**config.mk**
```make
export PLATFORM = sky130hd
export DESIGN_NAME = servo_pulse_capture_flat
export DESIGN_NICKNAME = d
export VERILOG_FILES = /design/src/rtl/servo_pulse_capture_if.sv /design/src/rtl/servo_pulse_capture.sv /design/src/flat_wrapper.sv
export SDC_FILE = /design/constraint.sdc
export NUM_CORES = 1
export LEC_CHECK = 0
export ABC_AREA = 1
export BUFFER_PORTS_ARGS = -buffer_cell sky130_fd_sc_hd__buf_2
export CAP_MARGIN = 5
export CORE_MARGIN = 2
export CORE_UTILIZATION = 60
export DETAILED_ROUTE_END_ITERATION = 6
export PLACE_DENSITY = 0.88
export SLEW_MARGIN = 20
export SYNTH_ARGS = -nofsm -noshare
export SYNTH_HDL_FRONTEND = slang
export SYNTH_SLANG_ARGS = --single-unit
```
**constraint.sdc**
```tcl
create_clock -name clk -period 12.7 [get_ports clk]
set_input_delay 0 -clock clk [delete_from_list [all_inputs] [get_ports clk]]
set_output_delay 0 -clock clk [all_outputs]
set_load 0.03 [all_outputs]
```
**src/rtl/servo_pulse_capture_if.sv**
```systemverilog
// Signal bundle between the servo pulse decoder and its consumer.
// The master side is the decoder; the slave side drives enable and the pin.
interface servo_pulse_capture_if;
  logic        en;
  logic        pwm_in;
  logic [15:0] data;
  logic        data_valid;
  logic        range_err;
  logic        signal_lost;

  modport master (
    input  en,
    input  pwm_in,
    output data,
    output data_valid,
    output range_err,
    output signal_lost
  );

  modport slave (
    output en,
    output pwm_in,
    input  data,
    input  data_valid,
    input  range_err,
    input  signal_lost
  );
endinterface

```
**src/rtl/servo_pulse_capture.sv**
```systemverilog
// Servo pulse decoder: measures pulse high time and divides it back to a 0..POS_MAX code.
// Optional frame-period qualification is enabled by defining SERVO_CAPTURE_PERIOD_CHECK_EN.
module servo_pulse_capture #(
  parameter int MIN_PULSE      = 75_000,
  parameter int MAX_PULSE      = 150_000,
  parameter int TOL            = 1_000,
  parameter int POS_MAX        = 100,
  parameter int TIMEOUT_CYCLES = 2_500_000,
  parameter int PERIOD_CYCLES  = 1_000_000,
  parameter int PER_TOL        = 50_000
) (
  input logic                   clk,
  input logic                   rst,
  servo_pulse_capture_if.master bus
);
  localparam int CW = $clog2(MAX_PULSE + TOL + 2);
  localparam int TW = $clog2(TIMEOUT_CYCLES + 1);
  localparam logic [CW-1:0] ONE_C     = CW'(1);
  localparam logic [CW-1:0] LIMIT_C   = CW'(MAX_PULSE + TOL + 1);
  localparam logic [CW-1:0] REJ_LO_C  = CW'(MIN_PULSE - TOL);
  localparam logic [CW-1:0] MIN_C     = CW'(MIN_PULSE);
  localparam logic [CW-1:0] MAX_C     = CW'(MAX_PULSE);
  localparam logic [CW-1:0] MAXTOL_C  = CW'(MAX_PULSE + TOL);
  localparam logic [TW-1:0] TMAX_C    = TW'(TIMEOUT_CYCLES);
  localparam logic [TW-1:0] TONE_C    = TW'(1);
  localparam logic [31:0]   POS_W     = 32'(POS_MAX);
  localparam logic [31:0]   DSH_INIT  = 32'(MAX_PULSE - MIN_PULSE) << 7;
  localparam logic [1:0]    CLS_NORM  = 2'd0;
  localparam logic [1:0]    CLS_LO    = 2'd1;
  localparam logic [1:0]    CLS_HI    = 2'd2;
  localparam logic [1:0]    CLS_REJ   = 2'd3;

  typedef enum logic [1:0] {IDLE = 2'd0, HIGH = 2'd1, SKIP = 2'd2, DIV = 2'd3} state_t;

  state_t        state_r, state_nxt_s;
  logic          sync1_r, sync2_r, prev_r;
  logic [1:0]    fill_r;
  logic          rise_s, fall_s, armed_s;
  logic          load_s, inc_s, latch_s, over_s, step_s, done_s;
  logic [CW-1:0] cnt_r, diff_s;
  logic [1:0]    cls_r, cls_s;
  logic [23:0]   rem_r, num_s;
  logic [31:0]   dsh_r;
  logic [6:0]    quo_r;
  logic [2:0]    step_r;
  logic          qbit_s;
  logic [15:0]   data_r;
  logic          data_valid_r, range_err_r, lost_r;
  logic [TW-1:0] tcnt_r, tcnt_nxt_s;

  // Edge detection is armed only once prev_r holds a real sample, so a level high at reset exit is not an edge.
  assign armed_s = (fill_r == 2'd3);
  assign rise_s  = armed_s & sync2_r & ~prev_r;
  assign fall_s  = armed_s & ~sync2_r & prev_r;
  assign qbit_s  = ({8'd0, rem_r} >= dsh_r);
  assign diff_s  = cnt_r - MIN_C;
  assign num_s   = 24'({{(32-CW){1'b0}}, diff_s} * POS_W);

`ifdef SERVO_CAPTURE_PERIOD_CHECK_EN
  localparam logic [20:0] PLO_C = 21'(PERIOD_CYCLES - PER_TOL);
  localparam logic [20:0] PHI_C = 21'(PERIOD_CYCLES + PER_TOL);
  logic [20:0] per_r;
  logic        per_seen_r, per_ok_r;

  // Rising-edge to rising-edge period; the first pulse after en, reset or loss has no valid period.
  always_ff @(posedge clk) begin
    if (rst) begin
      per_r      <= 21'd0;
      per_seen_r <= 1'b0;
      per_ok_r   <= 1'b0;
    end else begin
      if (rise_s) begin
        per_r    <= 21'd1;
        per_ok_r <= per_seen_r && (per_r >= PLO_C) && (per_r <= PHI_C);
      end else if (per_r != 21'h1F_FFFF) begin
        per_r <= per_r + 21'd1;
      end
      if (!bus.en || (tcnt_nxt_s == TMAX_C)) begin
        per_seen_r <= 1'b0;
      end else if (rise_s) begin
        per_seen_r <= 1'b1;
      end
    end
  end
`endif

  // Width classification of the just-finished pulse.
  always_comb begin
    cls_s = CLS_NORM;
    if ((cnt_r < REJ_LO_C) || (cnt_r > MAXTOL_C)) begin
      cls_s = CLS_REJ;
    end else if (cnt_r < MIN_C) begin
      cls_s = CLS_LO;
    end else if (cnt_r > MAX_C) begin
      cls_s = CLS_HI;
    end else begin
      cls_s = CLS_NORM;
    end
`ifdef SERVO_CAPTURE_PERIOD_CHECK_EN
    if (!per_ok_r) begin
      cls_s = CLS_REJ;
    end else begin
      cls_s = cls_s;
    end
`endif
  end

  // Next-state and control strobes.
  always_comb begin
    state_nxt_s = state_r;
    load_s      = 1'b0;
    inc_s       = 1'b0;
    latch_s     = 1'b0;
    over_s      = 1'b0;
    step_s      = 1'b0;
    done_s      = 1'b0;
    if (!bus.en) begin
      state_nxt_s = IDLE;
    end else begin
      case (state_r)
        IDLE: begin
          if (rise_s) begin
            load_s      = 1'b1;
            state_nxt_s = HIGH;
          end else begin
            state_nxt_s = IDLE;
          end
        end
        HIGH: begin
          if (!sync2_r) begin
            latch_s     = 1'b1;
            state_nxt_s = DIV;
          end else if (cnt_r == LIMIT_C) begin
            over_s      = 1'b1;
            state_nxt_s = SKIP;
          end else begin
            inc_s       = 1'b1;
            state_nxt_s = HIGH;
          end
        end
        SKIP: begin
          if (fall_s) begin
            state_nxt_s = IDLE;
          end else begin
            state_nxt_s = SKIP;
          end
        end
        DIV: begin
          step_s = 1'b1;
          if (step_r == 3'd7) begin
            done_s      = 1'b1;
            state_nxt_s = IDLE;
          end else begin
            state_nxt_s = DIV;
          end
        end
        default: state_nxt_s = IDLE;
      endcase
    end
  end

  // Timeout counter: cleared by each rising edge, saturating otherwise.
  always_comb begin
    if (rise_s) begin
      tcnt_nxt_s = '0;
    end else if (tcnt_r == TMAX_C) begin
      tcnt_nxt_s = tcnt_r;
    end else begin
      tcnt_nxt_s = tcnt_r + TONE_C;
    end
  end

  // Synchronizer, FSM state and pulse-width measurement.
  always_ff @(posedge clk) begin
    if (rst) begin
      sync1_r <= 1'b0;
      sync2_r <= 1'b0;
      prev_r  <= 1'b0;
      fill_r  <= 2'd0;
      state_r <= IDLE;
      cnt_r   <= '0;
      tcnt_r  <= '0;
    end else begin
      sync1_r <= bus.pwm_in;
      sync2_r <= sync1_r;
      prev_r  <= sync2_r;
      if (fill_r != 2'd3) begin
        fill_r <= fill_r + 2'd1;
      end
      state_r <= state_nxt_s;
      tcnt_r  <= tcnt_nxt_s;
      if (load_s) begin
        cnt_r <= ONE_C;
      end else if (inc_s) begin
        cnt_r <= cnt_r + ONE_C;
      end
    end
  end

  // Restoring divider: one quotient bit per cycle, MSB first, divisor pre-shifted by 7.
  always_ff @(posedge clk) begin
    if (rst) begin
      cls_r  <= CLS_NORM;
      rem_r  <= 24'd0;
      dsh_r  <= 32'd0;
      quo_r  <= 7'd0;
      step_r <= 3'd0;
    end else if (latch_s) begin
      cls_r  <= cls_s;
      rem_r  <= (cls_s == CLS_NORM) ? num_s : 24'd0;
      dsh_r  <= DSH_INIT;
      quo_r  <= 7'd0;
      step_r <= 3'd0;
    end else if (step_s) begin
      rem_r  <= qbit_s ? (rem_r - dsh_r[23:0]) : rem_r;
      dsh_r  <= dsh_r >> 1;
      quo_r  <= {quo_r[5:0], qbit_s};
      step_r <= step_r + 3'd1;
    end
  end

  // Registered outputs and loss-of-signal flag.
  always_ff @(posedge clk) begin
    if (rst) begin
      data_r       <= 16'd0;
      data_valid_r <= 1'b0;
      range_err_r  <= 1'b0;
      lost_r       <= 1'b0;
    end else begin
      data_valid_r <= 1'b0;
      range_err_r  <= 1'b0;
      if (over_s || (done_s && (cls_r == CLS_REJ))) begin
        range_err_r <= 1'b1;
      end else if (done_s) begin
        data_valid_r <= 1'b1;
        case (cls_r)
          CLS_LO:  data_r <= 16'd0;
          CLS_HI:  data_r <= 16'(POS_MAX);
          default: data_r <= {8'd0, quo_r, qbit_s};
        endcase
      end
      if (done_s && (cls_r != CLS_REJ)) begin
        lost_r <= 1'b0;
      end else if (tcnt_nxt_s == TMAX_C) begin
        lost_r <= 1'b1;
      end
    end
  end

  assign bus.data        = data_r;
  assign bus.data_valid  = data_valid_r;
  assign bus.range_err   = range_err_r;
  assign bus.signal_lost = lost_r;
endmodule
```
**src/flat_wrapper.sv**
```systemverilog
// flat-port wrapper written by rule: the top's interface ports become plain ports
module servo_pulse_capture_flat 
#(
  parameter int MIN_PULSE      = 75_000,
  parameter int MAX_PULSE      = 150_000,
  parameter int TOL            = 1_000,
  parameter int POS_MAX        = 100,
  parameter int TIMEOUT_CYCLES = 2_500_000,
  parameter int PERIOD_CYCLES  = 1_000_000,
  parameter int PER_TOL        = 50_000
)
  (clk, rst, bus_en, bus_pwm_in, bus_data, bus_data_valid, bus_range_err, bus_signal_lost);
  servo_pulse_capture_if bus_i ();
  input logic clk;
  input logic rst;
  input wire logic [$bits(bus_i.en)-1:0] bus_en;
  input wire logic [$bits(bus_i.pwm_in)-1:0] bus_pwm_in;
  output wire logic [$bits(bus_i.data)-1:0] bus_data;
  output wire logic [$bits(bus_i.data_valid)-1:0] bus_data_valid;
  output wire logic [$bits(bus_i.range_err)-1:0] bus_range_err;
  output wire logic [$bits(bus_i.signal_lost)-1:0] bus_signal_lost;
  assign bus_i.en = bus_en;
  assign bus_i.pwm_in = bus_pwm_in;
  assign bus_data = bus_i.data;
  assign bus_data_valid = bus_i.data_valid;
  assign bus_range_err = bus_i.range_err;
  assign bus_signal_lost = bus_i.signal_lost;
  servo_pulse_capture #(.MIN_PULSE(MIN_PULSE), .MAX_PULSE(MAX_PULSE), .TOL(TOL), .POS_MAX(POS_MAX), .TIMEOUT_CYCLES(TIMEOUT_CYCLES), .PERIOD_CYCLES(PERIOD_CYCLES), .PER_TOL(PER_TOL)) u_core (.clk(clk), .rst(rst), .bus(bus_i));
endmodule
```
# Yosys cells after proc, flatten, opt, wreduce, memory -nomap -nowiden
# Index checks and enable logic that the tools add are counted.
# op_classes
add_sub_neg,6
n_bitwise,8
n_mul,1
reduce_logical,16
eq_ne,13
muxes,41
n_lt_le_gt_ge,5
# op_table
cell,count
2-to-1 mux 24 bit,6
"equality test 22 bit, second input constant",2
2-to-1 mux 22 bit,2
"> comparator 18 bit, second input constant",2
"less-than comparator 18 x 17 -> 1 bit, second input constant",2
greater-or-equal comparator 24 bit,1
2-to-1 mux 1 bit,24
subtractor 24 bit,1
"adder 22 x 1 -> 22 bit, second input constant",1
"multiplier 18 x 5 -> 22 bit, second input constant",1
"adder 18 x 1 -> 18 bit, second input constant",1
"equality test 18 bit, second input constant",1
"subtractor 18 x 17 -> 18 bit, second input constant",1
one-hot mux 8 bit (2 select lines),1
2-to-1 mux 2 bit,7
"equality test 2 bit, second input constant",5
OR reduction 2 bit,5
one-hot mux 2 bit (4 select lines),1
nonzero test 2 bit,3
bitwise AND 1 bit,4
"equality test 2 x 1 -> 1 bit, second input constant",2
logical NOT 2 bit,2
"inequality test 2 bit, second input constant",2
inverter 1 bit,4
6 further kinds,9
# totals
out_inout_bits,19
regBits,126
input_bits,4
word_cells,108

# Depth between registers and ports, before layout
# depth
word_depth,8
ltp_mapped,28
ltp_nobuf,28

# Least setup slack after synthesis
# Ideal clock, no wire load.
# synth_timing
path_type,reg2reg
from,register u_core.cnt_r[3]
to,register u_core.rem_r[23]
path_slack_ps,8700
setup_ps,109
path_stages_with_launch,28
n_path_buf,0
period_less_slack_ps,4000
arrival_ps,3891
required_time_ps,12591
path_cell_list,dfxtp_1 -> ha_1 -> nand2_1 -> inv_1 -> nand2_1 -> nand2_1 -> o21ai_1 -> nand2_1 -> nand2_1 -> and2_1 -> ha_1 -> ha_1 -> inv_1 -> fa_1 -> inv_1 -> ha_1 -> nand2_1 -> or2_2 -> a21oi_1 -> nor2_1 -> nand2_1 -> nand2_1 -> nand2_1 -> inv_1 -> nand2_1 -> nand3_1 -> nand2_1 -> inv_1
# synth_between
elab_chain_len,7
word_cells_on_any_way,13
classes_between,add/sub (1); mul (1); order compare (4); mux (5); reduce/logical (2)
# synth_lines
element,line_no,text
"start, declared",servo_pulse_capture.sv:40,"logic [CW-1:0] cnt_r, diff_s;"
"start signal, assigned",servo_pulse_capture.sv:195,cnt_r <= cnt_r + ONE_C;
branches (longest 5 deep; another with multiplier 18 x 5 -> 22 bit),n/a,
2-to-1 mux 24 bit *,servo_pulse_capture.sv:210,rem_r <= (cls_s == CLS_NORM) ? num_s : 24'd0;
2-to-1 mux 24 bit *,servo_pulse_capture.sv:208,end else if (latch_s) begin
"end signal, assigned",servo_pulse_capture.sv:210,
"end signal, assigned",servo_pulse_capture.sv:215,rem_r <= qbit_s ? (rem_r - dsh_r[23:0]) : rem_r;
"end, declared",servo_pulse_capture.sv:42,"logic [23:0] rem_r, num_s;"
# Mark *: on every way between the ends.
# A chain may end at the register's enable or synchronous reset.

# Worst setup path after layout
# Same ends and word-level chain as after synthesis.

==> impl_metrics.json <==
{
  "status": "finished, final reports clean",
  "slew_violations": 0,
  "path_class": "reg2reg",
  "first_pass_iters": 7,
  "peakVddDrop_mv": 0.0886,
  "design.core.area_mm2": 0.0164,
  "path_depth": 27,
  "port_buffers": 14,
  "dp_cells": 1764,
  "rr_endpoint": "u_core.rem_r[23]",
  "insertion_delay_ns": 0.43,
  "cp_slowest_cell": "dfxtp_1",
  "cts_buffers": 17,
  "synth-seq-cells": 118,
  "hpwl_mm": 18.6,
  "final_cells": 1797,
  "routed_wl_mm": 24.6,
  "drive_gt1_frac": 0.0539,
  "netlist_area_mm2": 0.00995,
  "antennaDiodeCount": 0,
  "grt_start_max_net_pins": 45,
  "cp-start-kind": "flop",
  "synth_cells": 1565,
  "die_w_um": 133,
  "yosys.area_share.xor_xnor": 0.0343,
  "synth_top_family_by_area": "simple AND/OR/NAND/NOR gates",
  "rsz0062_at_grt": "no",
  "viasPerCell": 5.44,
  "num_rows": 47,
  "synth_compound_gate_area_share": 0.101,
  "ys_warn_count": 0,
  "endpoint": "u_core.rem_r[23]",
  "drtIter0Drc": 814,
  "grt_pass1_wl_mm": 42.2,
  "hp-class": "in2reg",
  "slew_headroom": 0.335,
  "seq_area_frac_synth": 0.237,
  "cpMostUsedCell": "nand2_1",
  "netlist.area_leader.share": 0.237,
  "ant_nets": 0,
  "place_congestion": 0.960,
  "grt_pass1_vias": 9294,
  "cts_htree_levels": 4,
  "synth.area.top_cells": "dfxtp_1 24%, nand2_1 15%, ha_1 12%, inv_1 9.5%, nor2_1 6.5%",
  "cts_setup_buffers": 0,
  "path_delay_family": "adder cells",
  "clock_path_buffers": 2,
  "setup_viol": 0,
  "start_util": 0.607,
  "power-per-cell-area_mw_per_mm2": 81.5,
  "maxCapViolations": 0,
  "muxShareOfSynthArea": 0,
  "place_area_mm2": 0.0101,
  "critical_path.startpoint": "u_core.cnt_r[3]",
  "r2r_slack_ns": 8.28,
  "synth_top_cell_by_area": "dfxtp_1",
  "synth_cell_types": 48,
  "vias": 9777,
  "fin_tns_setup_ns": 0,
  "nets": 1676,
  "clkTransAtPathRegs_ns": 0.06,
  "area_delta_synth_final_pct": 6.75,
  "fmax_mhz": 226,
  "async_flop_share": 0,
  "required_ns": 13.02,
  "synthFlopType": "dfxtp_1",
  "drc": 0,
  "leakagePower_nw": 5.10,
  "io-pin-count": 23,
  "timing.rr.start": "u_core.cnt_r[3]",
  "period_needed_ns": 4.42,
  "dieArea_mm2": 0.0176,
  "skew_ns": 0.0105,
  "crit_buf_inv": 5,
  "cts_tree": "yes",
  "hold_violations": 0,
  "avgSynthCellArea_um2": 6.36,
  "synth_edf_count": 0,
  "cts_sinks": 118,
  "endpoint_kind": "flop",
  "grt_use_total": 0.289,
  "synthAdderAreaFrac": 0.145,
  "wl_per_cell_um": 13.7,
  "cts_root_buf": "clkbuf_16",
  "chipHeight_um": 133,
  "overflow": 0,
  "worstPathArrival_ns": 4.74,
  "min_period_over_period": 0.348,
  "cpPeakStageDelay_ns": 0.55,
  "path_max_fanout": 9,
  "synth-simple-area-share": 0.356,
  "r2r.worst_path.cells": 27,
  "worst_pin_slew_ns": 0.991,
  "antenna_found_initial": 0,
  "final_area_mm2": 0.0106
}
-- worst min path at each step --
stage / startpoint / end / cells after the start
after floorplan: bus_pwm_in / u_core.sync1_r / 2
after global placement: bus_pwm_in / u_core.sync1_r / 3
after detailed placement: bus_pwm_in / u_core.sync1_r / 3
after CTS: rst / u_core.tcnt_r[7] / 2
after global routing: rst / u_core.tcnt_r[11] / 2
final: rst / u_core.tcnt_r[7] / 2
-- flip-flops by register name, summed over array words and instances (netlist names), 3 cells and up --
signal and cells:
u_core.step_r 3, u_core.rem_r 24, u_core.bus.data 8, u_core.quo_r 7
u_core.dsh_r 24, u_core.tcnt_r 22, u_core.cnt_r 18
-- cells in the final DEF (no fill, tap or decap), drive strengths merged, types with 2 or more instances in the layout --
master,n
nand3b,20
and2,6
fa,14
nor4,2
a21o,2
nand4,28
clkinv,11
a31oi,3
dlygate4sd3,2
clkinvlp,4
o31ai,2
nor3,20
a21oi,123
inv,258
nand2,409
nor2,181
and3,2
or2,6
ha,93
o21bai,4
nand3,132
xnor2,6
xor2,33
o21a,2
conb,8
clkbuf,18
dfxtp,118
o21ai,48
buf,15
a211oi,4
-- synth_stat cells, types with 5 or more instances --
library cell	n
dfxtp_1	118
clkbuf_1	18
inv_2	5
buf_4	11
or2_2	6
nand3_1	126
nor3_1	18
nand2_1	402
xnor2_1	6
fa_1	14
o21ai_0	44
a21oi_1	122
nand4_1	28
nand3_2	5
nand3b_1	20
xor2_1	33
nor2_1	173
ha_1	93
and2_1	6
inv_1	251
-- cell families (layout without fill, tap and decap cells) --
kind of cell / count (synthesis) / after routing
and+or+nand+nor: 807 / 807
DFF: 118 / 118
buffers and inverters: 303 / 308
xor gates and xnor gates: 39 / 39
adders and majority gates: 107 / 107
AOI/OAI and AO/OA: 190 / 190
other: 1 / 8
-- worst reg2reg max path: stages (launching register included) --
cell and delay (ns):
dfxtp_1 0.55, ha_1 0.31, nand2_1 0.12, inv_1 0.10
nand2_1 0.07, nand2_1 0.10, o21ai_1 0.11, nand2_1 0.09
nand2_1 0.06, and2_1 0.18, ha_1 0.31, ha_1 0.28
inv_1 0.05, fa_1 0.53, inv_1 0.04, ha_1 0.36
nand2_1 0.14, or2_2 0.33, a21oi_1 0.13, nor2_1 0.06
nand2_1 0.07, nand2_1 0.04, nand2_1 0.05, inv_1 0.03
nand2_1 0.04, nand3_1 0.07, nand2_1 0.07, inv_1 0.03
-- per-stage QoR --
stage | hold WS, ns | setup slack (ns) | util | power [mW]
floorplan | 0.107 | 8.70 | - | 0.419
global placement | 0.209 | 8.41 | 0.613 | 0.424
detailed placement | 0.222 | 8.33 | 0.613 | 0.425
CTS | 0.160 | 8.30 | 0.648 | 0.866
global route | 0.202 | 7.81 | 0.648 | 0.890
finish | 0.177 | 8.28 | 0.648 | 0.866
-- cell type report --
type / count / area (µm²)
clock inverter: 13 / 104
multi-input combinational: 1151 / 6370
fill: 1449 / 5780
inverter: 260 / 976
timing repair buffer: 17 / 97.6
clock buffer: 18 / 439
tap: 220 / 275
sequential: 118 / 2360
-- repair_timing --
item	4_1_cts	5_1_grt
hold buffers	2	0
hold endpoints to repair	5	0
gates resized for setup	0	0
-- report_power, final --
| group | total, mW | leakage (nW) | switching, mW | internal (mW) |
|---|---|---|---|---|
| logic | 0.0426 | 3.90 | 0.0302 | 0.0124 |
| clock network | 0.447 | 0.256 | 0.192 | 0.255 |
| registers | 0.377 | 0.952 | 0.00294 | 0.374 |
| total | 0.866 | 5.10 | 0.225 | 0.641 |
-- routing by layer --
metal,track usage,vias to the layer above,share of wire
met3,0.0471,54,0.067
met5,0,-,0
met4,0.111,0,0.020
met1,0.386,4403,0.46
met2,0.470,352,0.45
li1,-,4968,-
Power figures use the tool's default switching activity.
